## src/rtl/output_sr_stream.sv

```systemverilog
// Serial word shifter for 74HC595-class chains: valid/ready word input, one-deep hold, divided bit clock.
// Define OUTPUT_SR_STREAM_LATCH_EN to add a CLK_DIV-cycle latch strobe after every word.
module output_sr_stream #(
  parameter int unsigned WIDTH     = 8,
  parameter int unsigned CLK_DIV   = 1,
  parameter int unsigned MSB_FIRST = 1
) (
  input  logic             i_clk,
  input  logic             i_rst,
  input  logic             i_valid,
  output logic             o_ready,
  input  logic [WIDTH-1:0] i_data,
  output logic             o_bit,
  output logic             o_clk,
  output logic             o_latch,
  output logic             o_busy
);

  localparam int unsigned DIV_W = $clog2(CLK_DIV + 1);
  localparam int unsigned CNT_W = $clog2(WIDTH + 1);
  localparam logic [DIV_W-1:0] DIV_LOAD = DIV_W'(CLK_DIV - 1);
  localparam logic [CNT_W-1:0] CNT_LOAD = CNT_W'(WIDTH);

  typedef enum logic [1:0] {IDLE, SHIFT, LATCH} state_e;

  state_e             state_q, state_d;
  logic [WIDTH-1:0]   shreg_q, shreg_d;
  logic [WIDTH-1:0]   hold_q, hold_d;
  logic               hold_full_q, hold_full_d;
  logic [DIV_W-1:0]   div_q, div_d;
  logic [CNT_W-1:0]   cnt_q, cnt_d;
  logic               bit_q, bit_d;
  logic               clk_q, clk_d;
  logic               ready_q, busy_q;
  logic               accept;
  logic               load_en;
  logic [WIDTH-1:0]   load_word;
  logic               next_word;

  function automatic logic head_bit(input logic [WIDTH-1:0] w);
    return (MSB_FIRST != 0) ? w[WIDTH-1] : w[0];
  endfunction

  function automatic logic [WIDTH-1:0] shift_one(input logic [WIDTH-1:0] w);
    return (MSB_FIRST != 0) ? {w[WIDTH-2:0], 1'b0} : {1'b0, w[WIDTH-1:1]};
  endfunction

  assign accept = i_valid & ready_q;

  // Next-state: phase/bit sequencing, hold register, word reload.
  always_comb begin
    state_d     = state_q;
    shreg_d     = shreg_q;
    hold_d      = hold_q;
    hold_full_d = hold_full_q;
    div_d       = div_q;
    cnt_d       = cnt_q;
    bit_d       = bit_q;
    clk_d       = clk_q;
    load_en     = 1'b0;
    load_word   = hold_q;
    next_word   = 1'b0;

    if (accept) begin
      hold_d      = i_data;
      hold_full_d = 1'b1;
    end

    unique case (state_q)
      IDLE: begin
        if (hold_full_q) begin
          load_en     = 1'b1;
          hold_full_d = 1'b0;
        end else if (accept) begin
          load_en     = 1'b1;
          load_word   = i_data;
          hold_full_d = 1'b0;
        end
      end
      SHIFT: begin
        if (div_q != '0) begin
          div_d = div_q - DIV_W'(1);
        end else begin
          div_d = DIV_LOAD;
          if (!clk_q) begin
            clk_d = 1'b1;
          end else if (cnt_q == CNT_W'(1)) begin
`ifdef OUTPUT_SR_STREAM_LATCH_EN
            state_d = LATCH;
            clk_d   = 1'b0;
            bit_d   = 1'b0;
`else
            next_word = 1'b1;
`endif
          end else begin
            shreg_d = shift_one(shreg_q);
            bit_d   = head_bit(shift_one(shreg_q));
            cnt_d   = cnt_q - CNT_W'(1);
            clk_d   = 1'b0;
          end
        end
      end
      LATCH: begin
        if (div_q != '0) div_d = div_q - DIV_W'(1);
        else             next_word = 1'b1;
      end
      default: state_d = IDLE;
    endcase

    // Hold is full only while o_ready is low, so no accept can collide with this reload.
    if (next_word) begin
      if (hold_full_q) begin
        load_en     = 1'b1;
        hold_full_d = 1'b0;
      end else begin
        state_d = IDLE;
        bit_d   = 1'b0;
        clk_d   = 1'b0;
      end
    end

    if (load_en) begin
      state_d = SHIFT;
      shreg_d = load_word;
      bit_d   = head_bit(load_word);
      cnt_d   = CNT_LOAD;
      div_d   = DIV_LOAD;
      clk_d   = 1'b0;
    end
  end

  always_ff @(posedge i_clk or posedge i_rst) begin
    if (i_rst) begin
      state_q     <= IDLE;
      shreg_q     <= '0;
      hold_q      <= '0;
      hold_full_q <= 1'b0;
      div_q       <= '0;
      cnt_q       <= '0;
      bit_q       <= 1'b0;
      clk_q       <= 1'b0;
      ready_q     <= 1'b1;
      busy_q      <= 1'b0;
    end else begin
      state_q     <= state_d;
      shreg_q     <= shreg_d;
      hold_q      <= hold_d;
      hold_full_q <= hold_full_d;
      div_q       <= div_d;
      cnt_q       <= cnt_d;
      bit_q       <= bit_d;
      clk_q       <= clk_d;
      ready_q     <= ~hold_full_d;
      busy_q      <= (state_d != IDLE) | hold_full_d;
    end
  end

`ifdef OUTPUT_SR_STREAM_LATCH_EN
  logic latch_q;

  always_ff @(posedge i_clk or posedge i_rst) begin
    if (i_rst) latch_q <= 1'b0;
    else       latch_q <= (state_d == LATCH);
  end

  assign o_latch = latch_q;
`else
  assign o_latch = 1'b0;
`endif

  assign o_ready = ready_q;
  assign o_busy  = busy_q;
  assign o_bit   = bit_q;
  assign o_clk   = clk_q;

endmodule

```

## config.mk

```make
export PLATFORM = sky130hd
export DESIGN_NAME = output_sr_stream
export DESIGN_NICKNAME = d
export VERILOG_FILES = /design/src/rtl/output_sr_stream.sv
export SDC_FILE = /design/constraint.sdc
export NUM_CORES = 1
export LEC_CHECK = 0
export ABC_AREA = 1
export BUFFER_PORTS_ARGS = -buffer_cell sky130_fd_sc_hd__buf_2
export CORE_ASPECT_RATIO = 0.75
export CORE_UTILIZATION = 57
export DETAILED_ROUTE_END_ITERATION = 6
export PLACE_DENSITY = 0.83
export SYNTH_ARGS = -nofsm -noshare
export SYNTH_HDL_FRONTEND = slang
export SYNTH_SLANG_ARGS = --single-unit
export TNS_END_PERCENT = 100
```

## constraint.sdc

```tcl
create_clock -name i_clk -period 1.6 [get_ports i_clk]
set_clock_uncertainty 0.05 [all_clocks]
set_input_delay 0.08 -clock i_clk [delete_from_list [all_inputs] [get_ports i_clk]]
set_output_delay 0.08 -clock i_clk [all_outputs]
set_load 0.03 [all_outputs]
```

Word level (Yosys, flattened, before mapping):

Cells that the tools add are included.
Widths: inputs -> output; s select.

* add/sub/neg operators: 2
* bitwise gates (word level): 3
* multiplexer cells: 49
* reduce and logical (&&, ||, !) cells: 8
* eq/ne operators: 5

Operator list (count)
* $mux 7: 5
* $mux 1: 31
* $mux 8: 3
* $mux 4: 5
* $mux 2: 4
* $reduce_bool 2->1: 4
* $eq 4x1->1 const B: 1
* $reduce_and 4->1: 1
* $sub 4x1->4 const B: 1
* $reduce_or 3->1: 1
* $eq 2x1->1 const B: 1
* $eq 2x2->1 const B: 1
* $logic_not 2->1: 1
* $ne 2x1->1 const B: 1
* $ne 2x2->1 const B: 1
* $pmux 1 s2: 1
* $reduce_or 2->1: 1
* $and 1x1->1: 1
* $not 1->1: 1
* $or 1x1->1: 1
* $sub 1x1->1 const B: 1

* logic and storage cells: 77
* register bits after elaboration: 27

Longest topological paths before layout:

Gate-level depths: netlist of run 1.

* word-level depth: 9
* mapped depth: 11
* depth with buffers taken out: 10

Worst setup path after synthesis of run 1:

No wires, ideal clock.

* path type: register to register
* from: reg state_q[1]
* to: reg shreg_q[1]
* setup time: 0.125 ns
* stages on the path, launching flop included: 11
* buffers on the path: 1
* setup slack: 0.154 ns
* data required time: 1.425 ns
* arrival: 1.271 ns
* path through: dfrtp_1 -> inv_1 -> ha_1 -> nand2_1 -> inv_1 -> nand3_1 -> nand2_2 -> nand3_4 -> buf_4 -> nand4_1 -> nand3_1

* word-level cells in the longest chain between the ends: 6

Ends and longest elaborated chain
* start, declared: RTL line 26 `state_e state_q, state_d;`
* start signal, assigned: RTL line 145 `state_q <= state_d;`
* $logic_not 2->1: RTL line 69 `unique case (state_q)`
* $mux 1: RTL line 69
* $mux 1: RTL line 112 `if (hold_full_q) begin`
* $mux 1: RTL line 111 `if (next_word) begin`
* $ne 2x2->1 (no source line), or another cell as far along
* $reduce_and 4->1 (no source line)
* end signal, assigned: RTL line 146 `shreg_q <= shreg_d;`
* end, declared: RTL line 27 `logic [WIDTH-1:0] shreg_q, shreg_d;`

Several ways; a longest one is shown, not always the timed one.
A chain may end at the register's enable or synchronous reset.

Final worst setup path of run 1:

* from: reg cnt_q[0]
* to: reg shreg_q[4]

* word-level cells in the longest chain between the ends: 8

Ends and longest elaborated chain
* start, declared: RTL line 31 `logic [CNT_W-1:0] cnt_q, cnt_d;`
* start signal, assigned: RTL line 150 `cnt_q <= cnt_d;`
* $eq 4x1->1 *: RTL line 87 `end else if (cnt_q == CNT_W'(1)) begin`
* $mux 1: RTL line 87
* $mux 1: RTL line 85 `if (!clk_q) begin`
* $mux 1: RTL line 81 `if (div_q != '0) begin`
* $pmux 1 s2: RTL line 69
* $mux 1: RTL line 111
* $ne 2x2->1 (no source line), or another cell as far along
* $reduce_and 4->1 (no source line)

Mark *: on every way between the ends. The rest lies on a longest branch, timed or not.

==> run metrics, run 1 <==
Tot GR Track Use=0.2421; top-count cell post-synth=nand2_1; final setup TNS=0 ns; Leakage=0.8408 nW; Worst Path Buf+Inv=2; fin util=0.7675; drt pass-1 iters=6; layout cells sized above 1=0.2969; Max-Cap Viols=0; synth top area cells=dfrtp_1, nand2_1, nand4_1; initial antenna violation count=0; area leader, netlist=dfrtp_1; PortBufs=14; max incr delay on CP=0.44 ns; worst-path fanout max=7; Clock Latency Late Sink=0.33 ns; pwr dens=1928 nW/um2; vias per std cell=5.752; Final Hold Violating Endpoints=0; Crit Path Category=reg2reg; chip height=45.02 um; Post-DP HPWL=1910 um; worst path required time=1.82 ns; GRT overflow=0; number of synthesized flops with an enable pin=0; ys flop type=dfrtp_1; outcome=complete, no violations; Mapped Cells=161; critical path's slowest cell=dfrtp_1; Row Count=15; first-pass GRT wire length=4698 um; Die Wd=59.36 um; Final period util=0.9592; DR iter-0 viols=77; core footprint=2308 um2; Synthesis Warnings=0; Worst EP arrival=1.76 ns; Finish-stage setup viols=0; Commonest cells post-synth=nand2_1, dfrtp_1, inv_1; Top Family by Delay on Critical Path=flip-flops; TritonCTS clock tree=built; crit path time final=1.535 ns; GPL Wtd Cong=0.8266; clk sink count=26; Netlist cell types=27; Syn Nets=178; DR vias=1300; Fillers=143; largest net degree at the start of global routing=20; register area share after synthesis=0.4635; CP endpoint kind=flop; Layout Nets=210; total power draw=0.003415 W; Mapped Area=1406 um2; DRC=0; hold_ws=0.1306 ns; htree depth=1; post-route ant nets=0; number of inserted diodes=0; startpoint types=flop; CTS max path bufs=2; FF+latch count, synth=26; Num CTS Buffers=3; Routed wire per std cell=14.76 um; crit path cell chain=ha_1 > a21oi_2 > buf_4 > buf_12 > nand4_1 > nand3_1; peak supply drop=1458 uV; Post-Syn Area per Cell=8.735 um2; Synth async-reset ratio=1.000; initial core utilization=0.6092; Area growth, synth to finish=25.98%; CTS clk-pin slew, worst paths=0.14 ns; final slew viol count=0; I/O pin count=16; die area=2672 um2; maximum clock frequency=651.6 MHz; clk root buf=clkbuf_4; vias in the first global route=1093; final wirelength=3336 um; min-delay worst type=in2reg; top cell type's share of synthesized area=0.4448
==> flip-flops by register name, summed over array words and instances (netlist names) <==
register	cells
cnt_q	4
hold_full_q	1
hold_q	8
o_bit	1
o_busy	1
o_clk	1
o_ready	1
shreg_q	7
state_q	2
==> cells in the final DEF, fill, tap and decap left out, types with 4 or more instances in the layout <==
cell,count
nand3_1,10
dfrtp_1,24
nand2_1,31
o21ai_0,7
dlygate4sd3_1,10
ha_1,4
nand4_1,13
buf_2,14
inv_1,16
a21oi_2,8
nand2_2,4
buf_4,6
nor2_1,10
==> cells by family (layout without fill, tap and decap cells) <==
logic type                 count (synthesis)  count (layout)  share of synthesized area
AOI/OAI and AO/OA                         19              19                    0.09075
xor gates and xnor gates                   2               2                    0.01246
adders and majority gates                  6               6                    0.05338
buffers and inverters                     28              56                    0.09786
DFF                                       26              26                     0.4635
other                                      1               1                   0.002666
and+or+nand+nor                           79              82                     0.2794
==> final timing paths <==
| check | slack (ns) | start | endpoint | cells after the start |
|---|---|---|---|---|
| min reg2reg | 0.49 | hold_q[2] | hold_q[2] | 2 |
| min | 0.13 | i_valid | shreg_q[0] | 5 |
| max in group asynchronous | 0.72 | i_rst | o_ready | 4 |
| min in group asynchronous | 0.16 | i_rst | hold_q[2] | 3 |
| max | 0.07 | cnt_q[0] | shreg_q[4] | 6 |
| max reg2reg | 0.07 | cnt_q[0] | shreg_q[4] | 6 |
==> routing by layer <==
layer,share of wire,GRT usage
met1,0.40,0.3240
met5,0,0
met4,0.049,0.06190
met3,0.076,0.05158
met2,0.47,0.4045
==> power by group <==
part / internal (W) / total, W / switching [W]
clock network: 0.000254 / 0.000458 / 0.000204
logic: 0.000689 / 0.00178 / 0.00110
registers: 0.000964 / 0.00117 / 0.000209
total: 0.00191 / 0.00342 / 0.00151
==> layout make-up <==
cell class / count / area (um2) / share of cell area
clock buffers: 3 / 22.52 / 0.01271
clock inverters: 1 / 30.03 / 0.01695
inverters: 20 / 77.57 / 0.04379
multi-input cells: 110 / 690.7 / 0.3898
flip-flops and latches: 26 / 653.1 / 0.3686
well taps: 34 / 42.54 / 0.02401
repair buffers: 32 / 255.2 / 0.1441
==> per-stage QoR <==
stage	cell area, um2	worst slack (ns)	std cells
2_1_floorplan	1406	0.1542	161
3_3_place_gp	1499	0.07800	205
3_5_place_dp	1499	-0.01313	205
4_1_cts	1673	0.005646	220
5_1_grt	1772	-0.01849	226
6_report	1772	0.06532	226
==> worst reg2reg max path, delay by kind of cell, from the launching register on <==
kind,cells,cell delay [ns]
AND/OR/NAND/NOR,2,0.22
AO/OA/AOI/OAI,1,0.20
adder cells (fa/ha/maj),1,0.26
flip-flops,1,0.44
buffers and inverters,2,0.30
==> repair_timing <==
item | 4_1_cts | 5_1_grt
hold buffers | 10 | 0
pin swaps | 0 | 3
buffers inserted | 0 | 4
hold endpoints to repair | 22 | 0
cloned | 1 | 2
resized for setup | 3 | 11
setup endpoints to repair | 12 | 16
(Power assumes the default switching activity.)
==> run 2: changes to the inputs <==
--- a/config.mk
+++ b/config.mk
@@ -8,9 +8,9 @@
 export ABC_AREA = 1
 export BUFFER_PORTS_ARGS = -buffer_cell sky130_fd_sc_hd__buf_2
 export CORE_ASPECT_RATIO = 0.75
-export CORE_UTILIZATION = 57
+export CORE_UTILIZATION = 51
 export DETAILED_ROUTE_END_ITERATION = 6
-export PLACE_DENSITY = 0.83
+export PLACE_DENSITY = 0.79
 export SYNTH_ARGS = -nofsm -noshare
 export SYNTH_HDL_FRONTEND = slang
 export SYNTH_SLANG_ARGS = --single-unit
==> constraint.sdc (replaced) <==
create_clock -name i_clk -period 1.3 [get_ports i_clk]
set_clock_uncertainty 0.05 [all_clocks]
set_input_delay 0.065 -clock i_clk [delete_from_list [all_inputs] [get_ports i_clk]]
set_output_delay 0.065 -clock i_clk [all_outputs]
set_load 0.03 [all_outputs]
==> run metrics, run 2 (synthesis results as in run 1) <==
Crit Path Category=reg2reg; Num CTS Buffers=3; post-route ant nets=0; initial antenna violation count=0; worst-path fanout max=5; DR iter-0 viols=63; initial core utilization=0.5404; Finish-stage setup viols=18; vias per std cell=5.263; maximum clock frequency=631.6 MHz; chip height=47.48 um; CP endpoint kind=flop; worst setup margin=-0.2833 ns; final wirelength=3657 um; Largest register FFs=8; GRT overflow=0; TritonCTS clock tree=built; max incr delay on CP=0.42 ns; Leakage=0.9557 nW; Fillers=146; Die Wd=62.64 um; peak supply drop=1419 uV; crit path cell chain=inv_2 > ha_4 > nand2_4 > inv_2 > nand3_2 > nand2_4 > nand3_4 > buf_6 > nand4_1 > nand3_1; Routed wire per std cell=14.81 um; hold_ws=0.05525 ns; pwr dens=2367 nW/um2; DRC=0; CTS clk-pin slew, worst paths=0.15 ns; RSZ-0062 raised after global routing=yes; core footprint=2603 um2; DR vias=1300; I/O pin count=16; Top Registers=hold_q: 8 flops, shreg_q: 7 flops, cnt_q: 4 flops; Row Count=16; Max-Cap Viols=0; commonest non-fill, non-tap cells in the layout=nand2_1, dfrtp_1, buf_4; clk root buf=clkbuf_4; failing checks=setup timing; total power draw=0.004745 W; Post-DP HPWL=2147 um; vias in the first global route=1277; final slew viol count=0; Top reg by flops=hold_q; die area=2974 um2; critical path's slowest cell=dfrtp_1; Worst EP arrival=1.78 ns; min-delay worst type=in2reg; outcome=complete, but fails checks; startpoint types=flop; Final period util=1.218; crit path time final=1.583 ns; first-pass GRT wire length=5658 um; dpl ws=-0.2679 ns; drt pass-1 iters=4; most common cell after layout, fill and taps aside=nand2_1; CTS max path bufs=2; number of inserted diodes=0; Tot GR Track Use=0.2627; worst path required time=1.49 ns; clk sink count=26; htree depth=1; largest net degree at the start of global routing=18; Area growth, synth to finish=42.53%; PortBufs=14; GPL Wtd Cong=0.7874; Clock Latency Late Sink=0.34 ns; Final Hold Violating Endpoints=0; layout cells sized above 1=0.4265; Layout Nets=229
-- run 2: layer usage --
| layer | wire length (um) | GRT usage | part of all wire | vias to the layer above |
|---|---|---|---|---|
| li1 | - | - | - | 622 |
| met1 | 1547 | 0.3181 | 0.42 | 618 |
| met2 | 1843 | 0.4500 | 0.50 | 48 |
| met3 | 175 | 0.06429 | 0.048 | 12 |
| met4 | 90 | 0.1581 | 0.025 | 0 |
| met5 | 0 | 0 | 0 | - |
-- run 2: critical path, delay by kind of cell (launching register included) --
family | cells | cell delay (ns)
buffers and inverters | 3 | 0.31
adders and majority gates | 1 | 0.15
DFF | 1 | 0.42
and+or+nand+nor | 6 | 0.53
-- run 2: cell type report --
| type | count | area [um2] | area share |
|---|---|---|---|
| inverter | 20 | 85.08 | 0.04245 |
| sequential | 26 | 651.9 | 0.3252 |
| tap | 36 | 45.04 | 0.02247 |
| multi-input combinational | 109 | 770.7 | 0.3845 |
| timing repair buffer | 52 | 425.4 | 0.2122 |
| clock buffer | 4 | 26.28 | 0.01311 |
-- run 2: worst paths after layout --
path                             from    endpoint  slack (ns)  depth (start not counted)
max in group asynchronous       i_rst   hold_q[5]        0.59                          4
setup reg to reg           state_q[1]  shreg_q[2]       -0.28                         10
setup / recovery           state_q[1]  shreg_q[2]       -0.28                         10
hold / removal              i_data[7]   hold_q[7]        0.06                          4
hold reg to reg             hold_q[1]   hold_q[1]        0.50                          2
min in group asynchronous       i_rst    cnt_q[2]        0.18                          3
-- run 2: where the power goes --
group	switching, W	internal (W)	total (W)	leakage (nW)
combinational	0.00162	0.00134	0.00296	0.635
sequential	0.000210	0.00118	0.00139	0.306
clock	0.000267	0.000121	0.000388	0.0150
-- run 2: timing repair --
| item | in CTS | in global routing |
|---|---|---|
| endpoints found under the hold margin | 32 | 0 |
| buffers inserted | 6 | 1 |
| endpoints found under the setup margin | 19 | 19 |
| resized for setup | 24 | 12 |
| cloned | 2 | 0 |
| pin swaps | 10 | 4 |
| hold buffers | 8 | 0 |
-- run 2: stage by stage --
stage	TNS (ns)	instances	util	area [um2]
floorplan	-1.110	161	-	1458
global placement	-1.926	226	0.6534	1700
detailed placement	-3.513	226	0.6534	1700
CTS	-2.842	246	0.7486	1948
global route	-4.685	247	0.7702	2004
finish	-3.805	247	0.7702	2004
==> run 3: changes to the inputs <==
--- a/config.mk
+++ b/config.mk
@@ -10,6 +10,7 @@
 export CORE_ASPECT_RATIO = 0.75
 export CORE_UTILIZATION = 51
 export DETAILED_ROUTE_END_ITERATION = 6
+export MAX_ROUTING_LAYER = met4
 export PLACE_DENSITY = 0.79
 export SYNTH_ARGS = -nofsm -noshare
 export SYNTH_HDL_FRONTEND = slang
==> run metrics, run 3 (synthesis results as in run 1) <==
chip height=47.48 um; Sw Share=0.4423; DR vias=1307; Clock Latency Late Sink=0.34 ns; DRC=0; crit path cell chain=inv_2 > ha_4 > nand2_4 > inv_2 > nand3_2 > nand2_4 > nand3_4 > buf_6 > nand4_1 > nand3_1; Pint=0.002644 W; Tot GR Track Use=0.2723; clk root buf=clkbuf_4; Gate power share=0.624; Sequential Power Share=0.294; GRT overflow=0; Top reg by flops=hold_q; largest net degree at the start of global routing=18; Layout Nets=229; Finish-stage setup viols=18; Largest register FFs=8; GPL Wtd Cong=0.7985; worst setup margin=-0.2780 ns; Area growth, synth to finish=42.53%; htree depth=1; crit path time final=1.578 ns; Top Registers=hold_q: 8 flops, shreg_q: 7 flops, cnt_q: 4 flops; hold_ws=0.05338 ns; Max-Cap Viols=0; worst path required time=1.49 ns; startpoint types=flop; final setup TNS=-3.707 ns; worst-path fanout max=5; vias in the first global route=1278; DR iter-0 viols=63; final wirelength=3649 um; Fillers=146; maximum clock frequency=633.7 MHz; CTS max path bufs=2; number of inserted diodes=0; initial antenna violation count=0; layout cells sized above 1=0.4265; PortBufs=14; Leakage=0.9557 nW; CTS clk-pin slew, worst paths=0.15 ns; critical path's slowest cell=dfrtp_1; max incr delay on CP=0.42 ns; Final period util=1.214; most common cell after layout, fill and taps aside=nand2_1; clk sink count=26; vias per std cell=5.291; die area=2974 um2; Num CTS Buffers=3; peak supply drop=1419 uV; dpl ws=-0.2679 ns; failing checks=setup timing; drt pass-1 iters=4; first-pass GRT wire length=5671 um; Switch Pwr=0.002097 W; Clk pwr share=0.081; final slew viol count=0; RSZ-0062 raised after global routing=yes; initial core utilization=0.5404; min-delay worst type=in2reg; core footprint=2603 um2; Routed wire per std cell=14.77 um; post-route ant nets=0; Final Hold Violating Endpoints=0; I/O pin count=16; pwr dens=2365 nW/um2; Post-DP HPWL=2147 um; Crit Path Category=reg2reg; CP endpoint kind=flop; Row Count=16; TritonCTS clock tree=built; Die Wd=62.64 um; Worst EP arrival=1.77 ns; outcome=complete, but fails checks; commonest non-fill, non-tap cells in the layout=nand2_1, dfrtp_1, buf_4
[run 3: cell counts in the layout (fill, tap and decap cells not counted)]
Identical to the previous run, type by type.
[run 3: worst paths after layout]
kind / to / depth (start not counted) / slack (ns) / startpoint
max reg2reg: shreg_q[2] / 10 / -0.28 / state_q[1]
min: hold_q[7] / 4 / 0.05 / i_data[7]
max in group asynchronous: shreg_q[6] / 4 / 0.59 / i_rst
max: shreg_q[2] / 10 / -0.28 / state_q[1]
min in group asynchronous: hold_full_q / 3 / 0.18 / i_rst
min reg2reg: hold_q[1] / 2 / 0.50 / hold_q[1]
[run 3: final cells by class]
class                   instances  area (um2)  area share
well taps                      36       45.04     0.02247
flip-flops and latches         26       651.9      0.3252
multi-input cells             109       770.7      0.3845
inverters                      20       85.08     0.04245
repair buffers                 52       425.4      0.2122
clock buffers                   4       26.28     0.01311
[run 3: per-layer routing]
layer / up-vias / share of wire / track usage
met4: 0 / 0.032 / 0.1581
met1: 617 / 0.43 / 0.3196
met5: - / 0 / -
met3: 16 / 0.044 / 0.06190
met2: 49 / 0.50 / 0.4500
li1: 625 / - / -
[run 3: what timing repair did]
item                                    in CTS  in global routing
gates resized for setup                     24                 12
endpoints found under the setup margin      19                 19
hold buffers                                 8                  0
hold endpoints to repair                    32                  0
pin swaps                                   10                  4
buffers inserted                             6                  1
gates cloned                                 2                  0
[run 3: through the flow]
stage / util / std cells / total power [W] / instance area [um2]
2_1_floorplan: - / 161 / 0.002946 / 1458
3_3_place_gp: 0.6534 / 226 / 0.003629 / 1700
3_5_place_dp: 0.6534 / 226 / 0.003731 / 1700
4_1_cts: 0.7486 / 246 / 0.004419 / 1948
5_1_grt: 0.7702 / 247 / 0.005083 / 2004
6_report: 0.7702 / 247 / 0.004741 / 2004
[run 3: critical path, delay by kind of cell, from the launching register on]
family | cells | cell delay (ns)
AND/OR/NAND/NOR | 6 | 0.54
buffers and inverters | 3 | 0.31
adder cells (fa/ha/maj) | 1 | 0.15
flip-flops | 1 | 0.42
[run 3: power by group through the flow]
stage / Sequential, W / Combinational (W) / Clock, W
floorplan: 0.00149 / 0.00146 / 0
global placement: 0.00137 / 0.00226 / 0
detailed placement: 0.00139 / 0.00234 / 0
CTS: 0.00137 / 0.00267 / 0.000373
global route: 0.00143 / 0.00323 / 0.000421
finish: 0.00139 / 0.00296 / 0.000386
